==> src/rtl/fp_norm_round_if.sv <==
// Beat bus between the leading-zero predictor stage and the normalize/round block.
interface fp_norm_round_if;
   logic        in_valid;
   logic        in_ready;
   logic [31:0] in_sum;
   logic [4:0]  in_shift_bits;
   logic        in_shift_right;
   logic [7:0]  in_exp;
   logic        in_sign;
   logic        out_valid;
   logic        out_ready;
   logic [31:0] out_result;
   logic        out_overflow;
   logic        out_underflow;
   logic        out_inexact;

   modport master (
      output in_valid, in_sum, in_shift_bits, in_shift_right, in_exp, in_sign, out_ready,
      input  in_ready, out_valid, out_result, out_overflow, out_underflow, out_inexact
   );

   modport slave (
      input  in_valid, in_sum, in_shift_bits, in_shift_right, in_exp, in_sign, out_ready,
      output in_ready, out_valid, out_result, out_overflow, out_underflow, out_inexact
   );
endinterface

==> src/rtl/fp_norm_round.sv <==
// binary32 normalize / round-to-nearest-even / pack, two-stage elastic pipeline.
module fp_norm_round (
   input logic            clk,
   input logic            rst,
   fp_norm_round_if.slave io
);
   localparam int STAGES = 2;

   typedef struct packed {
      logic [31:0] sum;
      logic [4:0]  sh;
      logic        rgt;
      logic [7:0]  ex;
      logic        sg;
   } s1_t;

   typedef struct packed {
      logic [23:0] n;
      logic [9:0]  e;
      logic        sticky;
      logic        sg;
      logic        zero;
   } s2_t;

   logic [STAGES:1] vld_pipe_q;
   s1_t             s1_q;
   s2_t             s2_q, s2_d;
   logic            s1_adv, s1_load;

   assign s1_adv      = !vld_pipe_q[2] | io.out_ready;
   assign io.in_ready = !vld_pipe_q[1] | s1_adv;
   assign s1_load     = io.in_valid & io.in_ready;

   always_ff @(posedge clk or posedge rst) begin
      if (rst) begin
         vld_pipe_q <= '0;
      end else begin
         if (io.in_ready) vld_pipe_q[1] <= io.in_valid;
         if (s1_adv)      vld_pipe_q[2] <= vld_pipe_q[1];
      end
   end

   always_ff @(posedge clk or posedge rst) begin
      if (rst) begin
         s1_q <= '0;
      end else if (s1_load) begin
         s1_q <= '{sum: io.in_sum, sh: io.in_shift_bits, rgt: io.in_shift_right,
                   ex: io.in_exp, sg: io.in_sign};
      end
   end

   // S1: align the leading one to bit 24, fixing a one-short left shift.
   logic [31:0] mask;
   logic [24:0] n_sh;
   logic [9:0]  e_sh;
   logic        stk;

   always_comb begin
      mask = (32'd1 << s1_q.sh) - 32'd1;
      n_sh = '0;
      e_sh = '0;
      stk  = 1'b0;
      if (s1_q.rgt) begin
         n_sh = 25'(s1_q.sum >> s1_q.sh);
         stk  = |(s1_q.sum & mask);
         e_sh = {2'b00, s1_q.ex} + {5'd0, s1_q.sh};
      end else begin
         n_sh = 25'(s1_q.sum << s1_q.sh);
         e_sh = {2'b00, s1_q.ex} - {5'd0, s1_q.sh};
         if (!n_sh[24] && n_sh[23]) begin
            n_sh = n_sh << 1;
            e_sh = e_sh - 10'd1;
         end
      end
      s2_d.n      = n_sh[23:0];
      s2_d.e      = e_sh;
      s2_d.sticky = stk;
      s2_d.sg     = s1_q.sg;
      s2_d.zero   = (s1_q.sum == 32'd0);
   end

   always_ff @(posedge clk or posedge rst) begin
      if (rst) begin
         s2_q <= '0;
      end else if (s1_adv && vld_pipe_q[1]) begin
         s2_q <= s2_d;
      end
   end

   // S2: round and pack; outputs are gated so nothing leaks while the stage is empty.
   logic        inc;
   logic [23:0] frac_r;
   logic [9:0]  e_r;
   logic [31:0] res;
   logic        ovf, unf, inx;

   always_comb begin
      inc    = s2_q.n[0] & (s2_q.sticky | s2_q.n[1]);
      frac_r = {1'b0, s2_q.n[23:1]} + {23'd0, inc};
      e_r    = s2_q.e + {9'd0, frac_r[23]};
      res    = '0;
      ovf    = 1'b0;
      unf    = 1'b0;
      inx    = 1'b0;
      if (!vld_pipe_q[2] || s2_q.zero) begin
         res = '0;
      end else if ($signed(e_r) >= 10'sd255) begin
         res = {s2_q.sg, 8'hFF, 23'h0};
         ovf = 1'b1;
         inx = 1'b1;
      end else if ($signed(e_r) <= 10'sd0) begin
         res = {s2_q.sg, 31'h0};
         unf = 1'b1;
         inx = 1'b1;
      end else begin
         res = {s2_q.sg, e_r[7:0], frac_r[22:0]};
         inx = s2_q.n[0] | s2_q.sticky;
      end
   end

   assign io.out_valid     = vld_pipe_q[2];
   assign io.out_result    = res;
   assign io.out_overflow  = ovf;
   assign io.out_underflow = unf;
   assign io.out_inexact   = inx;
endmodule

==> src/flat_wrapper.sv <==
// flat-port wrapper written by rule: the top's interface ports become plain ports
module fp_norm_round_flat 
  (clk, rst, io_in_valid, io_in_sum, io_in_shift_bits, io_in_shift_right, io_in_exp, io_in_sign, io_out_ready, io_in_ready, io_out_valid, io_out_result, io_out_overflow, io_out_underflow, io_out_inexact);
  fp_norm_round_if io_i ();
  input logic clk;
  input logic rst;
  input wire logic [$bits(io_i.in_valid)-1:0] io_in_valid;
  input wire logic [$bits(io_i.in_sum)-1:0] io_in_sum;
  input wire logic [$bits(io_i.in_shift_bits)-1:0] io_in_shift_bits;
  input wire logic [$bits(io_i.in_shift_right)-1:0] io_in_shift_right;
  input wire logic [$bits(io_i.in_exp)-1:0] io_in_exp;
  input wire logic [$bits(io_i.in_sign)-1:0] io_in_sign;
  input wire logic [$bits(io_i.out_ready)-1:0] io_out_ready;
  output wire logic [$bits(io_i.in_ready)-1:0] io_in_ready;
  output wire logic [$bits(io_i.out_valid)-1:0] io_out_valid;
  output wire logic [$bits(io_i.out_result)-1:0] io_out_result;
  output wire logic [$bits(io_i.out_overflow)-1:0] io_out_overflow;
  output wire logic [$bits(io_i.out_underflow)-1:0] io_out_underflow;
  output wire logic [$bits(io_i.out_inexact)-1:0] io_out_inexact;
  assign io_i.in_valid = io_in_valid;
  assign io_i.in_sum = io_in_sum;
  assign io_i.in_shift_bits = io_in_shift_bits;
  assign io_i.in_shift_right = io_in_shift_right;
  assign io_i.in_exp = io_in_exp;
  assign io_i.in_sign = io_in_sign;
  assign io_i.out_ready = io_out_ready;
  assign io_in_ready = io_i.in_ready;
  assign io_out_valid = io_i.out_valid;
  assign io_out_result = io_i.out_result;
  assign io_out_overflow = io_i.out_overflow;
  assign io_out_underflow = io_i.out_underflow;
  assign io_out_inexact = io_i.out_inexact;
  fp_norm_round u_core (.clk(clk), .rst(rst), .io(io_i));
endmodule
==> config.mk <==
export PLATFORM = sky130hd
export DESIGN_NAME = fp_norm_round_flat
export DESIGN_NICKNAME = d
export VERILOG_FILES = /design/src/rtl/fp_norm_round_if.sv /design/src/rtl/fp_norm_round.sv /design/src/flat_wrapper.sv
export SDC_FILE = /design/constraint.sdc
export NUM_CORES = 1
export LEC_CHECK = 0
export BUFFER_PORTS_ARGS = -buffer_cell sky130_fd_sc_hd__buf_4
export CAP_MARGIN = 20
export CORE_MARGIN = 5
export CORE_UTILIZATION = 25
export CTS_CLUSTER_DIAMETER = 150
export CTS_CLUSTER_SIZE = 8
export DETAILED_ROUTE_END_ITERATION = 16
export GPL_TIMING_DRIVEN = 0
export PLACE_DENSITY = 0.4
export RECOVER_POWER = 100
export SYNTH_ARGS = -nofsm -noshare
export SYNTH_HDL_FRONTEND = slang
export SYNTH_SLANG_ARGS = --single-unit
==> constraint.sdc <==
create_clock -name clk -period 11 [get_ports clk]
set_clock_uncertainty 0.15 [all_clocks]
set_input_delay 1.1 -clock clk [delete_from_list [all_inputs] [get_ports clk]]
set_output_delay 1.1 -clock clk [all_outputs]
set_load 0.02 [all_outputs]
; ---- After elaboration in Yosys (flattened, before gate mapping)
; Index checks and enable logic that the tools add are counted.
[word_totals]
reg_bits = 86
output_inout_bits = 37
[op_classes]
add_sub_neg = 6
n_lt_le_gt_ge = 2
n_shift = 3
n_mux = 16
bitwise_logic = 7
reduce_logical = 8
[op_table]
columns = op, count
row1 = 31-bit two-way mux, 2
row2 = 24-bit two-way mux, 2
row3 = 32-bit AND, 1
row4 = 32-bit logical NOT, 1
row5 = 32-bit two-way mux, 1
row6 = 32-bit OR reduction, 1
row7 = "1-bit by 5-bit left shift with 32-bit output, first input constant", 1
row8 = 32-bit by 5-bit left shift with 25-bit output, 1
row9 = 32-bit by 5-bit >> shifter with 24-bit output, 1
row10 = "32-bit by 1-bit subtractor with 32-bit output, second input constant", 1
row11 = 23-bit by 1-bit adder with 24-bit output, 1
row12 = 10-bit two-way mux, 2
row13 = 10-bit by 1-bit adder with 10-bit output, 1
row14 = "10-bit by 9-bit greater-or-equal comparator with 1-bit output, second input constant", 1
row15 = "10-bit by 1-bit <= comparator with 1-bit output, second input constant", 1
row16 = "10-bit by 1-bit subtractor with 10-bit output, second input constant", 1
row17 = 8-bit by 5-bit adder with 9-bit output, 1
row18 = 1-bit two-way mux, 9
row19 = 8-bit by 5-bit subtractor with 9-bit output, 1
row20 = 1-bit OR, 4
row21 = 1-bit logical NOT, 3
row22 = 1-bit AND, 2
row23 = 1-bit logical AND, 2
row24 = 1-bit logical OR, 1

; ---- Depth between registers and ports, before layout
[logic_depth]
word_depth = 8
mapped_depth = 16

; ---- Worst setup path after synthesis
; Ideal clock, no wire load.
[synth_timing]
path_kind = register to output
from = register u_core.s2_q[16] (netlist name)
to = output port io_out_result[10]
t_arrival_ns = 3.559
required_time_ns = 9.750
slack_ns = 6.191
stages_incl_launch_ff = 17
cell_sequence = dfrtp_1 -> and3_1 -> and3_1 -> nand4_1 -> nor3_1 -> and3_1 -> ha_1 -> ha_1 -> nand4_1 -> nor2_1 -> xnor2_1 -> a21boi_0 -> or2_2 -> clkbuf_1 -> nand2_1 -> clkbuf_1 -> nor2_1
[synth_between]
elab_chain_cells = 6
elab_cells_between_ends = 7
[synth_rtl]
columns = element, line
row1 = "start, declared", fp_norm_round.sv:27  ; s2_t s2_q, s2_d;
row2 = "start signal, assigned", fp_norm_round.sv:84  ; s2_q <= '0;
row3 = "start signal, assigned", fp_norm_round.sv:86  ; s2_q <= s2_d;
row4 = 23-bit by 1-bit adder with 24-bit output *, fp_norm_round.sv:99  ; frac_r = {1'b0, s2_q.n[23:1]} + {23'd0, inc};
row5 = 10-bit by 1-bit adder with 10-bit output, fp_norm_round.sv:100  ; e_r = s2_q.e + {9'd0, frac_r[23]};
row6 = 10-bit by 1-bit <= comparator with 1-bit output, fp_norm_round.sv:111  ; end else if ($signed(e_r) <= 10'sd0) begin
row7 = 31-bit two-way mux, fp_norm_round.sv:111
row8 = 31-bit two-way mux *, fp_norm_round.sv:107  ; end else if ($signed(e_r) >= 10'sd255) begin
row9 = 32-bit two-way mux *, fp_norm_round.sv:105  ; if (!vld_pipe_q[2] || s2_q.zero) begin
row10 = "end, declared", flat_wrapper.sv:16  ; output wire logic [$bits(io_i.out_result)-1:0] io_out_result;
; Every way passes the cells marked *; elsewhere a longest branch is shown, timed or not.

; ---- Worst setup path in the final report
; Ends and elaborated chain as after synthesis.

==> flow_metrics.tcl <==
set metrics [dict create \
    outcome "complete, but fails checks" \
    violations "max-capacitance violations, max-slew violations" \
    ys_seq_elements 86 \
    rsz0062_at_grt "no" \
    initial_core_util_pct 25.2 \
    yosysMostFrequentCell "nand2_1" \
    multi_input_area_sq_mm 0.00598 \
    synth_cells 1044 \
    finalPower_mw 1.90 \
    yosysWarningCount 0 \
    cts_root_buf "clkbuf_16" \
    yosysTopAreaCell "dfrtp_1" \
    period_minus_slack_ns 6.02 \
    startpoint "u_core.s2_q[16]$_DFFE_PP0P_" \
    startpoint_type "register" \
    gp_congestion 0.965 \
    cts_hold_buf 0 \
    antenna_found_initial 0 \
    synth_cell_types 66 \
    yosysSeqAreaShare_pct 24.8 \
    synth_common_cells "116 x nand2_1, 111 x nor2_1, 86 x dfrtp_1" \
    rrSetupSlack_ns 5.30 \
    irDropWorstVdd_mv 0.0688 \
    worst_pin_slew_ns 3.31 \
    synth_top_area_share_pct 24.8 \
    drv_slew 69 \
    cpPeakStageDelay_ns 0.43 \
    cp-end-kind "primary output" \
    power.density_mw_per_mm2 190 \
    port_buffers 87 \
    rows 68 \
    wl_per_cell_um 22.8 \
    ys.flop_type "dfrtp_1" \
    gr-total-overflow 0 \
    cp_max_fo 10 \
    worstPathArrival_ns 4.77 \
    setup.worst_path.class "register to primary output" \
    crit_required_ns 9.75 \
    ctsResizeCount 0 \
    grt_pass1_vias 8334 \
    finalWirelength_um 36500 \
    vias 8636 \
    cp_slowest_cell "dfrtp_1" \
    grt_pass1_wl_um 55000 \
    antenna_left 0 \
    hold_violations 0 \
    drt-pass1-iter-count 7 \
    io_pins 88 \
    nets 1212 \
    r2r-end "u_core.s2_q[2]$_DFFE_PP0P_" \
    final_core_util_pct 29.1 \
    drtIter0Drc 863 \
    viasPerCell 5.39 \
    setup_viol 0 \
    die_height_um 196 \
    fin_area_sq_mm 0.0100 \
    synth_edf_count 0 \
    synth_area_leaders "dfrtp_1 25%, mux2_2 9.6%, mux4_2 9.1%, mux2i_1 6.8%, nand2_1 5.0%" \
    area_growth_pct 15.6 \
    maxSlewHeadroom_pct -121 \
    cap_violations 2 \
    core_area_sq_mm 0.0344 \
    post_cts_buffers 0 \
    total_leakage_power_nw 3.91 \
    clk_pin_slew_ns 0.07 \
    numCtsBuffers 9 \
    grtUsageTotal_pct 18.6 \
    fin_setup_tns_ns 0 \
    crit-reg2reg-launch "u_core.s1_q[11]$_DFFE_PP0P_" \
    clock_latency_ns 0.36 \
    dieArea_sq_mm 0.0385 \
    synth_area_sq_mm 0.00867 \
    diodes 0 \
    async_flop_share_pct 100 \
    synth.net_count 1113 \
    cts_sinks 86 \
    path_cells "and3_1 > and3_1 > nand4_1 > nor3_1 > and3_1 > ha_1 > ha_1 > nand4_1 > nor2_1 > xnor2_1 > a21boi_0 > or2_2 > clkbuf_1 > nand2_1 > clkbuf_1 > nor2_1 > clkbuf_1" \
    grt_max_degree 60 \
    setup.worst_path.end "io_out_result[10]" \
    dp_hpwl_um 28400 \
    placed_cell_area_sq_mm 0.00992 \
    holdCritPathClass "register to register" \
    fin_crit_sh_pct 54.7 \
    htreeDepth 3 \
    worst_r2r_path_depth 13 \
    cts.path.max_buffers 2 \
    layout.area.seq_sq_mm 0.00215 \
    die_width_um 196 \
    fill_cells 3846 \
    fmax_ghz 0.166 \
    syn_avg_cell_area_sq_um 8.30 \
    remaining_drc_errors 0 \
    cts_tree "done" \
    drive_above_1_share_pct 17.0 \
]
==> area by class of cell <==
cell class | count | area share (%)
buffer | 98 | 3.80
clock buffer | 11 | 2.52
clock inverter | 5 | 0.387
inverter | 32 | 1.21
multi-input combinational | 828 | 59.7
sequential | 86 | 21.5
tap | 455 | 5.69
timing repair buffer | 88 | 5.17
==> cells by family after synthesis <==
logic type      after synthesis  synth area share (%)
compound gates              246                  18.1
xor+xnor                     40                  4.04
fa+ha+maj                    18                  2.77
buf+inv                     130                  6.14
flops                        86                  24.8
mux                         170                  25.8
simple gates                354                  18.3
==> worst min path at each step <==
stage / startpoint / endpoint / depth (start not counted)
3_5_place_dp: u_core.s2_q[3]$_DFFE_PP0P_ / u_core.s2_q[3]$_DFFE_PP0P_ / 2
3_3_place_gp: u_core.s1_q[0]$_DFFE_PP0P_ / u_core.s2_q[1]$_DFFE_PP0P_ / 1
5_1_grt: u_core.s1_q[0]$_DFFE_PP0P_ / u_core.s2_q[1]$_DFFE_PP0P_ / 1
4_1_cts: u_core.s2_q[3]$_DFFE_PP0P_ / u_core.s2_q[3]$_DFFE_PP0P_ / 2
2_1_floorplan: u_core.s2_q[0]$_DFFE_PP0P_ / u_core.s2_q[0]$_DFFE_PP0P_ / 2
6_report: u_core.s2_q[3]$_DFFE_PP0P_ / u_core.s2_q[3]$_DFFE_PP0P_ / 2
==> cells in the final DEF (no fill, tap or decap), types with 24 or more instances in the layout <==
| cell type | instances |
|---|---|
| buf_4 | 48 |
| nor2_1 | 111 |
| mux2_2 | 74 |
| dfrtp_1 | 86 |
| inv_1 | 28 |
| nand3_1 | 30 |
| xnor2_1 | 24 |
| clkbuf_1 | 122 |
| nor3_1 | 26 |
| mux4_2 | 35 |
| a21oi_1 | 64 |
| mux2i_1 | 59 |
| o21ai_0 | 64 |
| nand2_1 | 116 |
==> stage by stage <==
| step | hold WS (ns) | setup WS, ns | std cells |
|---|---|---|---|
| 2_1_floorplan | 0.285 | 6.19 | 1044 |
| 3_3_place_gp | 0.338 | 5.44 | 1586 |
| 3_5_place_dp | 0.344 | 5.39 | 1587 |
| 4_1_cts | 0.363 | 5.00 | 1603 |
| 5_1_grt | 0.372 | 4.56 | 1603 |
| 6_report | 0.353 | 4.98 | 1603 |
==> registers in the layout (all words and copies together), names as in the netlist <==
register / cells
u_core.s1_q: 47
u_core.s2_q: 37
u_core.vld_pipe_q: 2
==> power by group <==
| group | leakage, nW | switching, mW | internal (mW) | total, mW |
|---|---|---|---|---|
| registers | 1.04 | 0.0885 | 0.388 | 0.477 |
| clock network | 0.143 | 0.153 | 0.168 | 0.320 |
| logic | 2.73 | 0.693 | 0.408 | 1.10 |
| total | 3.91 | 0.934 | 0.964 | 1.90 |
==> per-layer routing <==
metal | wire length (um) | global-route usage (%)
met4 | 1210 | 6.10
met3 | 2560 | 2.82
met5 | 0 | 0
met2 | 15900 | 28.8
met1 | 16900 | 26.4
==> critical path: cells and delay by family (launching register included) <==
kind / cells / cell delay (ns)
adders and majority gates: 2 / 0.46
xor gates and xnor gates: 1 / 0.22
DFF: 1 / 0.43
buffers and inverters: 3 / 0.70
and+or+nand+nor: 10 / 2.29
AOI/OAI and AO/OA: 1 / 0.30
(Power assumes the default switching activity.)
